===== src/rtl/pec_streamer_source_unpack.sv =====
// Input-side streamer sequencer: requests one TCDM load per element, unpacks each
// 32-bit stream word into two 16-bit channels and presents the pixel vector.
module pec_streamer_source_unpack #(
  parameter int NCH   = 16,
  parameter int CH_W  = 16,
  parameter int CNT_W = 16
) (
  input  logic                  clk_i,
  input  logic                  rst_ni,
  input  logic                  clear_i,
  input  logic                  start_i,
  input  logic [7:0]            ft_sz_i,
  input  logic [7:0]            in_sz_i,
  input  logic [31:0]           base_addr_i,
  output logic                  req_start_o,
  output logic [31:0]           addr_o,
  output logic [7:0]            trans_size_o,
  input  logic [2*CH_W-1:0]     stream_data_i,
  input  logic                  stream_valid_i,
  output logic                  stream_ready_o,
  output logic [NCH*CH_W-1:0]   pixel_o,
  output logic                  pixel_valid_o,
  input  logic                  pixel_ready_i,
  output logic                  busy_o,
  output logic                  done_o,
  output logic [1:0]            state_o
);

  typedef enum logic [1:0] {
    SRC_IDLE    = 2'd0,
    SRC_REQ     = 2'd1,
    SRC_LOAD    = 2'd2,
    SRC_PRESENT = 2'd3
  } state_e;

  state_e                       state_q;
  logic [CNT_W-1:0]             el_cnt_q;
  logic [7:0]                   word_cnt_q;
  logic [NCH-1:0][CH_W-1:0]     pix_q, pix_d;

  logic [7:0]       ft, in_side, compr;
  logic [15:0]      n_el16;
  logic [CNT_W-1:0] n_el;
  logic [31:0]      el_off;
  logic             stream_fire, pixel_fire, last_word, last_el;

  // Layer geometry is derived live from the (stable while busy) configuration inputs.
  always_comb begin
    if (ft_sz_i == 8'd0)             ft = 8'd1;
    else if (ft_sz_i > 8'(NCH))      ft = 8'(NCH);
    else                             ft = ft_sz_i;
    in_side = (in_sz_i == 8'd0) ? 8'd1 : in_sz_i;
    compr   = (ft + 8'd1) >> 1;
    n_el16  = 16'(in_side) * 16'(in_side);
    n_el    = CNT_W'(n_el16);
    el_off  = 32'(el_cnt_q) * 32'(compr);
  end

  assign addr_o         = base_addr_i + {el_off[29:0], 2'b00};
  assign trans_size_o   = compr;
  assign stream_ready_o = (state_q == SRC_LOAD) && (word_cnt_q < compr);
  assign stream_fire    = stream_valid_i && stream_ready_o;
  assign last_word      = (word_cnt_q == compr - 8'd1);
  assign pixel_valid_o  = (state_q == SRC_PRESENT);
  assign pixel_fire     = pixel_valid_o && pixel_ready_i;
  assign last_el        = (el_cnt_q == n_el - CNT_W'(1));
  assign req_start_o    = (state_q == SRC_REQ) && !clear_i;
  assign done_o         = pixel_fire && last_el && !clear_i;
  assign busy_o         = (state_q != SRC_IDLE);
  assign state_o        = state_q;
  assign pixel_o        = pix_q;

  // Word w fills channels 2w/2w+1; channels at or above ft (incl. the odd tail) stay zero.
  always_comb begin
    // NOTE: every combinational output gets a default first so no latch is inferred.
    pix_d = pix_q;
    for (int k = 0; k < NCH; k++) begin
      if (stream_fire && (word_cnt_q == 8'(k / 2)) && (8'(k) < ft)) begin
        pix_d[k] = (k % 2 == 1) ? stream_data_i[2*CH_W-1:CH_W] : stream_data_i[CH_W-1:0];
      end
    end
  end

  always_ff @(posedge clk_i or negedge rst_ni) begin
    // NOTE: the pixel buffer is plain flops, not a RAM, so it is reset like any register.
    if (!rst_ni) begin
      state_q    <= SRC_IDLE;
      el_cnt_q   <= '0;
      word_cnt_q <= '0;
      pix_q      <= '0;
    end else if (clear_i) begin
      state_q    <= SRC_IDLE;
      el_cnt_q   <= '0;
      word_cnt_q <= '0;
      pix_q      <= '0;
    end else begin
      unique case (state_q)
        SRC_IDLE: begin
          if (start_i) begin
            state_q  <= SRC_REQ;
            el_cnt_q <= '0;
          end
        end
        SRC_REQ: begin
          word_cnt_q <= '0;
          pix_q      <= '0;
          state_q    <= SRC_LOAD;
        end
        SRC_LOAD: begin
          pix_q <= pix_d;
          if (stream_fire) begin
            word_cnt_q <= word_cnt_q + 8'd1;
            if (last_word) state_q <= SRC_PRESENT;
          end
        end
        SRC_PRESENT: begin
          if (pixel_fire) begin
            if (last_el) begin
              state_q <= SRC_IDLE;
            end else begin
              el_cnt_q <= el_cnt_q + CNT_W'(1);
              state_q  <= SRC_REQ;
            end
          end
        end
        default: state_q <= SRC_IDLE;
      endcase
    end
  end

endmodule

===== config.mk =====
export PLATFORM = sky130hd
export DESIGN_NAME = pec_streamer_source_unpack
export DESIGN_NICKNAME = d
export VERILOG_FILES = /design/src/rtl/pec_streamer_source_unpack.sv
export SDC_FILE = /design/constraint.sdc
export NUM_CORES = 1
export LEC_CHECK = 0
export BUFFER_PORTS_ARGS = -buffer_cell sky130_fd_sc_hd__buf_4
export CAP_MARGIN = 30
export CORE_MARGIN = 3
export CORE_UTILIZATION = 30
export CTS_BUF_LIST = sky130_fd_sc_hd__clkbuf_4
export DETAILED_ROUTE_END_ITERATION = 16
export SLEW_MARGIN = 40
export SYNTH_ARGS = -nofsm -noshare
export SYNTH_HDL_FRONTEND = slang
export SYNTH_SLANG_ARGS = --single-unit

===== constraint.sdc =====
create_clock -name clk_i -period 12.31 [get_ports clk_i]
set_input_delay 0 -clock clk_i [delete_from_list [all_inputs] [get_ports clk_i]]
set_output_delay 0 -clock clk_i [all_outputs]
set_load 0.02 [all_outputs]

==> results of run 1 <==
[area by class of cell]
cell class	instances	area (µm²)	area share [%]
multi-input combinational	1260	10800	44.1
sequential	282	7060	28.7
timing repair buffer	499	4050	16.4
tap	782	978	3.98
clock buffer	118	886	3.60
inverter	162	608	2.47
clock inverter	23	180	0.732
antenna	5	12.5	0.0508
[worst max-delay path, delay by kind of cell]
kind,cells,cell delay (ns)
AOI/OAI and AO/OA,11,2.78
and+or+nand+nor,8,1.70
xor gates and xnor gates,2,0.28
buffers and inverters,7,1.69
adders and majority gates,7,2.82
[path summary, 6_finish.rpt]
path                                 from           end  slack, ns  cells past startpoint
max                            ft_sz_i[7]    addr_o[29]       2.98                     35
min in group asynchronous          rst_ni    pixel_o[7]       0.43                      4
min                        base_addr_i[1]     addr_o[1]   0.000009                      0
max in group asynchronous          rst_ni   el_cnt_q[3]      11.20                      4
max reg2reg                 word_cnt_q[1]   pixel_o[37]       8.10                     11
min reg2reg                  pixel_o[113]  pixel_o[113]       0.49                      2
[power breakdown]
part           total, mW  switching (mW)  leakage, nW  internal, mW
Sequential          1.09          0.0627         3.91          1.03
Combinational       2.03            1.17         8.25         0.859
Clock              0.925           0.422        0.635         0.503
[through the flow]
step / setup slack, ns / area (µm²) / total power, mW / std cells
floorplan: 4.98 / 18800 / 2.41 / 1787
finish: 2.98 / 24600 / 4.04 / 3131
global route: 2.47 / 24600 / 4.32 / 3130
CTS: 3.01 / 24600 / 4.08 / 3126
detailed placement: 3.73 / 22500 / 3.11 / 2888
global placement: 3.99 / 22500 / 3.06 / 2886
[cell usage after synthesis, types with 21 or more instances]
cell      instances
a21oi_1          58
xor2_1           24
clkbuf_1         53
mux2i_1          34
and3_1           45
a21o_1           21
dfrtp_1         282
xnor2_1          57
mux2_2          208
inv_1           162
nand3_1          26
fa_1            100
o21ai_0          43
nand2_1         180
ha_1            116
nor2_1           59
and2_1           54
[sequential cells by signal (all words and copies together), names as in the netlist]
register,flops
el_cnt_q,16
word_cnt_q,8
pixel_o,256
state_o,2
[kinds of logic after synthesis]
kind of cell / Yosys count / synth area share [%]
other cells: 2 / 0.0404
simple gates: 445 / 11.7
buf+inv: 245 / 5.50
flops: 282 / 37.9
compound gates: 220 / 7.94
mux: 242 / 14.4
xor+xnor: 82 / 3.90
fa+ha+maj: 216 / 18.6
[repair_timing]
action / 4_1_cts / 5_1_grt
resized for setup: 0 / 0
hold buffers: 97 / 0
endpoints found under the hold margin: 560 / 0
[layer usage]
| layer | vias up | global-route usage, % | share of wire (%) |
|---|---|---|---|
| li1 | 6971 | - | - |
| met1 | 7707 | 20.8 | 40 |
| met2 | 381 | 30.3 | 51 |
| met3 | 80 | 5.06 | 6.3 |
| met4 | 2 | 5.02 | 2.1 |
| met5 | - | 0 | 0.016 |
==> results.sh, run 1 <==
export IMPL_mostFrequentLayoutCells="397 x buf_4, 282 x dfrtp_1, 208 x mux2_2"
export IMPL_port_buffers=380
export IMPL_grt_pass1_vias=15939
export IMPL_worstPathArrival_ns=9.33
export IMPL_dr_first_iter_drc_count=663
export IMPL_area_growth_pct=32.3
export IMPL_finalWirelength_mm=57.3
export IMPL_clockRootBuffer="clkbuf_4"
export IMPL_hold_worst_slack_ns=0.00000881
export IMPL_synth_area_um2=18600
export IMPL_synth_ff_type="dfrtp_1"
export IMPL_num_rows=90
export IMPL_io_pins=389
export IMPL_final_common_cell="buf_4"
export IMPL_crit_type="in -> out"
export IMPL_synthTopCellsByArea="dfrtp_1 38%, mux2_2 13%, fa_1 11%"
export IMPL_via_count=15141
export IMPL_max_slew_margin_pct=47.9
export IMPL_crit_path_start_kind="input pin"
export IMPL_fmax_ghz=0.107
export IMPL_end_kind="output pin"
export IMPL_drc_errors=0
export IMPL_cp_max_fo=19
export IMPL_die_x_um=255
export IMPL_hpwl_mm=42.4
export IMPL_drive_gt1_share_pct=33.3
export IMPL_drt_pass1_iterations=4
export IMPL_place_congestion=0.845
export IMPL_leakage_nw=12.8
export IMPL_cpMostUsedCell="fa_1"
export IMPL_dieArea_um2=65100
export IMPL_cts_tree="yes"
export IMPL_critical_path_slowest_cell="dlygate4sd3_1"
export IMPL_core_um2=60800
export IMPL_post_drt_wl_per_cell_um=18.3
export IMPL_cts_setup_buffers=0
export IMPL_utilization_pct=40.5
export IMPL_fill_cells=5924
export IMPL_synthCells=1734
export IMPL_ys_types=71
export IMPL_cp_required_ns=12.31
export IMPL_finalSetupViolations=0
export IMPL_synth_top_area_cell="dfrtp_1"
export IMPL_skew_ns=0.0419
export IMPL_ant_nets=0
export IMPL_cts_buffers=82
export IMPL_hp_class="in -> out"
export IMPL_cts_path_max_buffers=3
export IMPL_synth_edf_count=0
export IMPL_nNetsFinal=2589
export IMPL_syn_area_per_cell_um2=10.7
export IMPL_synth_async_sr_flop_share_pct=100
export IMPL_power_density_nw_per_um2=164
export IMPL_worstMarginPinSlew_ns=0.779
export IMPL_finalSetupTns_ns=0
export IMPL_yosysSeqAreaShare_pct=37.9
export IMPL_fin_crit_sh_pct=75.8
export IMPL_max_vdd_ir_drop_mv=0.125
export IMPL_maxCapViolations=0
export IMPL_start_util_pct=30.6
export IMPL_finalHoldViolCount=0
export IMPL_grt_usage_pct=17.4
export IMPL_maxSlewViolCount=0
export IMPL_antenna_found_initial=5
export IMPL_outcome="finished clean"
export IMPL_clkLatencyLatePin_ns=0.76
export IMPL_grt_pass1_wl_mm=88.7
export IMPL_chipHeight_um=255
export IMPL_ys_warn_count=0
export IMPL_clock_sinks=282
export IMPL_cp_slowest_stage_delay_ns=0.57
export IMPL_grt_setup_unrepaired="false"
export IMPL_layout_min_cycle_time_ns=9.33
export IMPL_htreeDepth=3
export IMPL_via_per_inst=4.84
export IMPL_synth_top_area_share_pct=37.9
export IMPL_grt_max_degree=80
export IMPL_grt_ovfl_total=0
export IMPL_yosys_register_bits=282
Power figures use the tool's default switching activity.
==> run 2: changes to the inputs <==
==> constraint.sdc (replaced) <==
create_clock -name clk_i -period 7.5 [get_ports clk_i]
set_input_delay 0 -clock clk_i [delete_from_list [all_inputs] [get_ports clk_i]]
set_output_delay 0 -clock clk_i [all_outputs]
set_load 0.02 [all_outputs]
==> run 2 against run 1 <==
Worst hold slack unchanged. Global-route usage grew 0.30 points. Largest cell class unchanged. Highest routed layer unchanged. Register-to-register slack worse by 4.8 ns. Wire length grew 2.9%. Flip-flop and latch count unchanged. Cell area is 3.1% higher. Sequential share of layout area shrank 0.85 points. Via count rose by 1.3%. Critical path depth down 2. Setup slack worse by 2.6 ns. Largest power group unchanged.
==> results.sh, run 2 (synthesized netlist as in run 1, its figures left out) <==
export IMPL_outcome="finished clean"
export IMPL_whs_path_depth=0
export IMPL_hpwl_mm=43.2
export IMPL_fmax_ghz=0.141
export IMPL_port_buffers=380
export IMPL_critical_path_slowest_cell="fa_1"
export IMPL_layout_min_cycle_time_ns=7.12
export IMPL_maxSlewViolCount=0
export IMPL_finalHoldViolCount=0
export IMPL_via_count=15344
export IMPL_power_density_nw_per_um2=269
export IMPL_end_kind="output pin"
export IMPL_fin_crit_sh_pct=94.9
export IMPL_hp_class="in -> out"
export IMPL_clkLatencyLatePin_ns=0.78
export IMPL_cp_required_ns=7.50
export IMPL_dieArea_um2=65100
export IMPL_io_pins=389
export IMPL_max_vdd_ir_drop_mv=0.204
export IMPL_cpMostUsedCell="buf_4"
export IMPL_crit_path_start_kind="input pin"
export IMPL_worstPathArrival_ns=7.12
export IMPL_crit_start="ft_sz_i[7]"
export IMPL_die_x_um=255
export IMPL_grt_usage_pct=17.7
export IMPL_cts_tree="yes"
export IMPL_cts_path_max_buffers=3
export IMPL_grt_pass1_vias=16044
export IMPL_antenna_found_initial=2
export IMPL_grt_ovfl_total=0
export IMPL_drive_gt1_share_pct=36.0
export IMPL_hold_end="addr_o[1]"
export IMPL_max_slew_margin_pct=48.2
export IMPL_drt_pass1_iterations=5
export IMPL_hold_start="base_addr_i[1]"
export IMPL_skew_ns=0.0456
export IMPL_final_common_cell="buf_4"
export IMPL_htreeDepth=3
export IMPL_finalSetupViolations=0
export IMPL_r2r_slack_ns=3.30
export IMPL_cp_max_fo=6
export IMPL_fill_cells=5897
export IMPL_cts_buffers=80
export IMPL_clockRootBuffer="clkbuf_4"
export IMPL_largest_reg_flops=256
export IMPL_mostFrequentLayoutCells="443 x buf_4, 278 x dfrtp_1, 208 x mux2_2"
export IMPL_worstMarginPinSlew_ns=0.774
export IMPL_core_um2=60800
export IMPL_chipHeight_um=255
export IMPL_place_congestion=0.804
export IMPL_grt_pass1_wl_mm=89.4
export IMPL_dr_first_iter_drc_count=668
export IMPL_post_drt_wl_per_cell_um=18.5
export IMPL_leakage_nw=13.1
export IMPL_rr_startpoint="word_cnt_q[1]"
export IMPL_crit_type="in -> out"
export IMPL_start_util_pct=30.6
export IMPL_nNetsFinal=2650
export IMPL_ant_nets=0
export IMPL_seqCellArea_um2=7060
export IMPL_via_per_inst=4.81
export IMPL_finalWirelength_mm=59.0
export IMPL_cp_slowest_stage_delay_ns=0.53
export IMPL_multi_input_area_um2=11000
export IMPL_power_total_mw=6.83
export IMPL_clock_sinks=282
export IMPL_area_growth_pct=36.4
export IMPL_worstRegToRegCells=11
export IMPL_maxCapViolations=0
export IMPL_num_rows=90
export IMPL_r2r_end="pixel_o[32]"
export IMPL_finalSetupTns_ns=0
export IMPL_grt_max_degree=141
export IMPL_drc_errors=0
-- run 2: cell count changes in the layout (fill, tap and decap cells not counted), sizes merged --
cell / previous run / this run
buf: 403 / 453
clkbuf: 118 / 121
clkinv: 17 / 11
diode: 5 / 2
dlygate4sd3: 96 / 109
inv: 165 / 164
-- run 2: timing repair --
action	4_1_cts	5_1_grt
gates resized for setup	13	32
endpoints found under the setup margin	8	10
hold endpoints to repair	562	0
pin swaps	1	47
hold buffers	110	0
buffers inserted	1	14
-- run 2: worst max-delay path by stage --
stage | end | cells past startpoint | slack (ns)
after CTS | addr_o[25] | 27 | 0.004
final | addr_o[24] | 33 | 0.38
after global placement | addr_o[25] | 33 | -0.16
after detailed placement | addr_o[25] | 33 | -0.29
after floorplan | addr_o[29] | 30 | 0.17
after global routing | addr_o[29] | 37 | -0.02
-- run 2: where the power goes --
part | total, mW | internal, mW | switching, mW
Sequential | 1.79 | 1.68 | 0.102
Combinational | 3.52 | 1.54 | 1.98
Clock | 1.52 | 0.836 | 0.687
-- run 2: area by class of cell --
cell class,instances,share of cell area [%]
multi-input combinational,1260,43.5
sequential,282,27.8
timing repair buffer,562,18.2
tap,782,3.85
clock buffer,121,3.58
inverter,162,2.40
clock inverter,16,0.606
antenna,2,0.0197
-- run 2: worst max-delay path: cells and delay by family --
kind            cells  cell delay [ns]
simple gates        5             0.81
compound gates     11             2.27
xor+xnor            2             0.42
fa+ha+maj           6             2.50
buf+inv             9             1.10
-- run 2: stage by stage --
step	instance area [µm²]	utilization [%]	hold WS [ns]	setup slack, ns	instances
detailed placement	22800	37.6	0.000137	-0.293	2921
global placement	22700	37.3	0.000137	-0.163	2917
finish	25400	41.7	0.00000881	0.383	3187
floorplan	18800	-	-0.296	0.171	1787
global route	25400	41.7	0.0000630	-0.0178	3186
CTS	25100	41.2	0.000137	0.00361	3169
-- run 2: layer usage --
| metal | vias to the layer above | share of wire [%] | global-route usage [%] |
|---|---|---|---|
| li1 | 7098 | - | - |
| met1 | 7751 | 39 | 20.7 |
| met2 | 389 | 51 | 30.4 |
| met3 | 104 | 7.0 | 5.31 |
| met4 | 2 | 3.1 | 6.94 |
| met5 | - | 0.012 | 0 |
==> run 3: changes to the inputs <==
--- a/config.mk
+++ b/config.mk
@@ -5,6 +5,7 @@
 export SDC_FILE = /design/constraint.sdc
 export NUM_CORES = 1
 export LEC_CHECK = 0
+export ABC_AREA = 1
 export BUFFER_PORTS_ARGS = -buffer_cell sky130_fd_sc_hd__buf_4
 export CAP_MARGIN = 30
 export CORE_MARGIN = 3
==> run 3 against run 2 <==
Sequential share of layout area up 2.0 points. Via count up 8.8%. Cell area down 6.8%. Utilization down 2.1 points.
==> results.sh, run 3 <==
export IMPL_outcome="finished clean"
export IMPL_drt_pass1_iterations=6
export IMPL_ant_nets=0
export IMPL_finalHoldViolCount=0
export IMPL_drive_gt1_share_pct=21.9
export IMPL_chipHeight_um=253
export IMPL_synth_async_sr_flop_share_pct=100
export IMPL_skew_ns=0.0547
export IMPL_busiest_layer="met2"
export IMPL_worstMarginPinSlew_ns=0.742
export IMPL_fin_ws_ns=0.584
export IMPL_hp_class="in -> out"
export IMPL_worstRegToRegCells=10
export IMPL_area_growth_pct=29.2
export IMPL_cp_required_ns=7.50
export IMPL_finalSetupViolations=0
export IMPL_cp_slowest_stage_delay_ns=0.55
export IMPL_cts_path_max_buffers=3
export IMPL_worstPathArrival_ns=6.92
export IMPL_clkLatencyLatePin_ns=0.78
export IMPL_yosys_register_bits=282
export IMPL_dr_first_iter_drc_count=1122
export IMPL_synthTopCellsByArea="dfrtp_1 39%, fa_1 11%, ha_1 7.9%"
export IMPL_maxSlewViolCount=0
export IMPL_cp_max_fo=6
export IMPL_dieArea_um2=64100
export IMPL_swShare_pct=48.1
export IMPL_via_per_inst=4.78
export IMPL_num_rows=89
export IMPL_end_kind="output pin"
export IMPL_r2r_end="state_o[0]"
export IMPL_grt_setup_unrepaired="false"
export IMPL_die_x_um=253
export IMPL_port_buffers=380
export IMPL_synth_ff_type="dfrtp_1"
export IMPL_cpMostUsedCell="nand2_1"
export IMPL_ys_types=44
export IMPL_post_drt_wl_per_cell_um=16.8
export IMPL_critPathTopFamily="adder cells"
export IMPL_synthCells=2180
export IMPL_hpwl_mm=45.4
export IMPL_io_pins=389
export IMPL_max_slew_margin_pct=50.4
export IMPL_cts_tree="yes"
export IMPL_met2_usage_pct=30.0
export IMPL_core_um2=59700
export IMPL_crit_type="reg -> out"
export IMPL_synth_top_area_cell="dfrtp_1"
export IMPL_synth_top_area_share_pct=38.5
export IMPL_grt_max_degree=158
export IMPL_max_vdd_ir_drop_mv=0.238
export IMPL_yosysSeqAreaShare_pct=38.5
export IMPL_place_congestion=0.914
export IMPL_layout_min_cycle_time_ns=6.92
export IMPL_rr_startpoint="state_o[0]"
export IMPL_grt_pass1_wl_mm=91.6
export IMPL_clockRootBuffer="clkbuf_4"
export IMPL_r2r_slack_ns=3.86
export IMPL_syn_area_per_cell_um2=8.40
export IMPL_critical_path_slowest_cell="fa_1"
export IMPL_maxCapViolations=0
export IMPL_fmax_ghz=0.145
export IMPL_grt_pass1_vias=16520
export IMPL_path_buf_inv=5
export IMPL_postLayoutCellArea_um2=23700
export IMPL_synth_commonest_cells="380 x nand2_1, 308 x nor2_1, 282 x dfrtp_1"
export IMPL_synth_edf_count=0
export IMPL_grt_usage_pct=18.1
export IMPL_utilization_pct=39.6
export IMPL_via_count=16687
export IMPL_grt_ovfl_total=0
export IMPL_pwr_share_seq_pct=26.3
export IMPL_intPower_mw=4.72
export IMPL_preCtsSetupSlack_ns=-0.0209
export IMPL_power_frac_comb_pct=58.7
export IMPL_htreeDepth=3
export IMPL_leakage_nw=12.3
export IMPL_use_met3_pct=5.12
export IMPL_synth_area_um2=18300
export IMPL_nNetsFinal=2974
export IMPL_hold_end="addr_o[0]"
export IMPL_ys_warn_count=0
export IMPL_start_util_pct=30.7
export IMPL_drc_errors=0
export IMPL_hold_worst_slack_ns=0.0000435
export IMPL_grt_util_met1_pct=22.9
export IMPL_power_density_nw_per_um2=384
export IMPL_final_common_cell="buf_4"
export IMPL_fin_crit_sh_pct=92.2
export IMPL_largest_reg_flops=256
export IMPL_switchingPower_mw=4.37
export IMPL_antenna_found_initial=2
export IMPL_placed_area_um2=22100
export IMPL_crit_path_start_kind="flop"
export IMPL_clk_pin_slew_ns=0.06
export IMPL_clock_sinks=282
export IMPL_cts_buffers=77
export IMPL_mostFrequentLayoutCells="406 x buf_4, 367 x nand2_1, 302 x nor2_1"
export IMPL_finalWirelength_mm=58.8
export IMPL_crit_start="el_cnt_q[8]"
export IMPL_clkPwrFrac_pct=15.0
export IMPL_whs_path_depth=0
export IMPL_synth_most_common_cell="nand2_1"
export IMPL_hold_start="base_addr_i[0]"
run 3: cells by family (layout without fill, tap and decap cells):
logic type / Yosys count / after routing / share of synthesized area, %
buffers and inverters: 340 / 824 / 7.69
and+or+nand+nor: 853 / 853 / 19.5
other: 2 / 57 / 0.0410
xor gates and xnor gates: 88 / 88 / 4.21
adders and majority gates: 216 / 216 / 18.8
DFF: 282 / 282 / 38.5
AOI/OAI and AO/OA: 399 / 399 / 11.2
run 3: metrics by stage:
step,setup TNS (ns),total power [mW],std cells
finish,0,9.09,3492
global route,0,9.79,3492
CTS,0,9.12,3474
detailed placement,-0.0209,7.67,3310
global placement,0,7.60,3309
floorplan,0,5.66,2233
run 3: worst max path at each step:
stage               cells after the start          to
finish                                 31  addr_o[31]
global route                           30  addr_o[30]
CTS                                    29  addr_o[31]
detailed placement                     38  addr_o[31]
global placement                       38  addr_o[31]
floorplan                              35  addr_o[31]
run 3: power by group through the flow:
stage	Clock (mW)	Sequential (mW)	Combinational (mW)
floorplan	0	3.02	2.65
global placement	0	2.38	5.22
detailed placement	0	2.40	5.28
CTS	1.41	2.39	5.32
global route	1.49	2.46	5.84
finish	1.36	2.39	5.33
run 3: layer usage:
layer / routed length (µm) / part of all wire, % / vias to the layer above
li1: - / - / 7973
met3: 4660 / 7.9 / 69
met2: 28400 / 48 / 565
met1: 24600 / 42 / 8080
met5: 0 / 0 / -
met4: 1060 / 1.8 / 0
run 3: timing repair:
action,4_1_cts,5_1_grt
hold buffers,40,0
pin swaps,0,8
setup endpoints to repair,1,9
hold endpoints to repair,558,0
resized for setup,1,37
buffers inserted,0,15
run 3: area by class of cell:
| type | instances | area [µm²] |
|---|---|---|
| fill | 6022 | 36000 |
| multi-input combinational | 1611 | 10200 |
| sequential | 282 | 7060 |
| timing repair buffer | 450 | 3560 |
| tap | 773 | 967 |
| inverter | 250 | 957 |
| clock buffer | 103 | 773 |
| clock inverter | 21 | 155 |
| antenna | 2 | 5.00 |
run 3: worst register-to-register path: cells and delay by family (launching register included):
kind,cells,cell delay (ns)
compound gates,2,0.39
fa+ha+maj,1,0.31
buf+inv,3,1.53
flops,1,0.45
simple gates,4,0.83
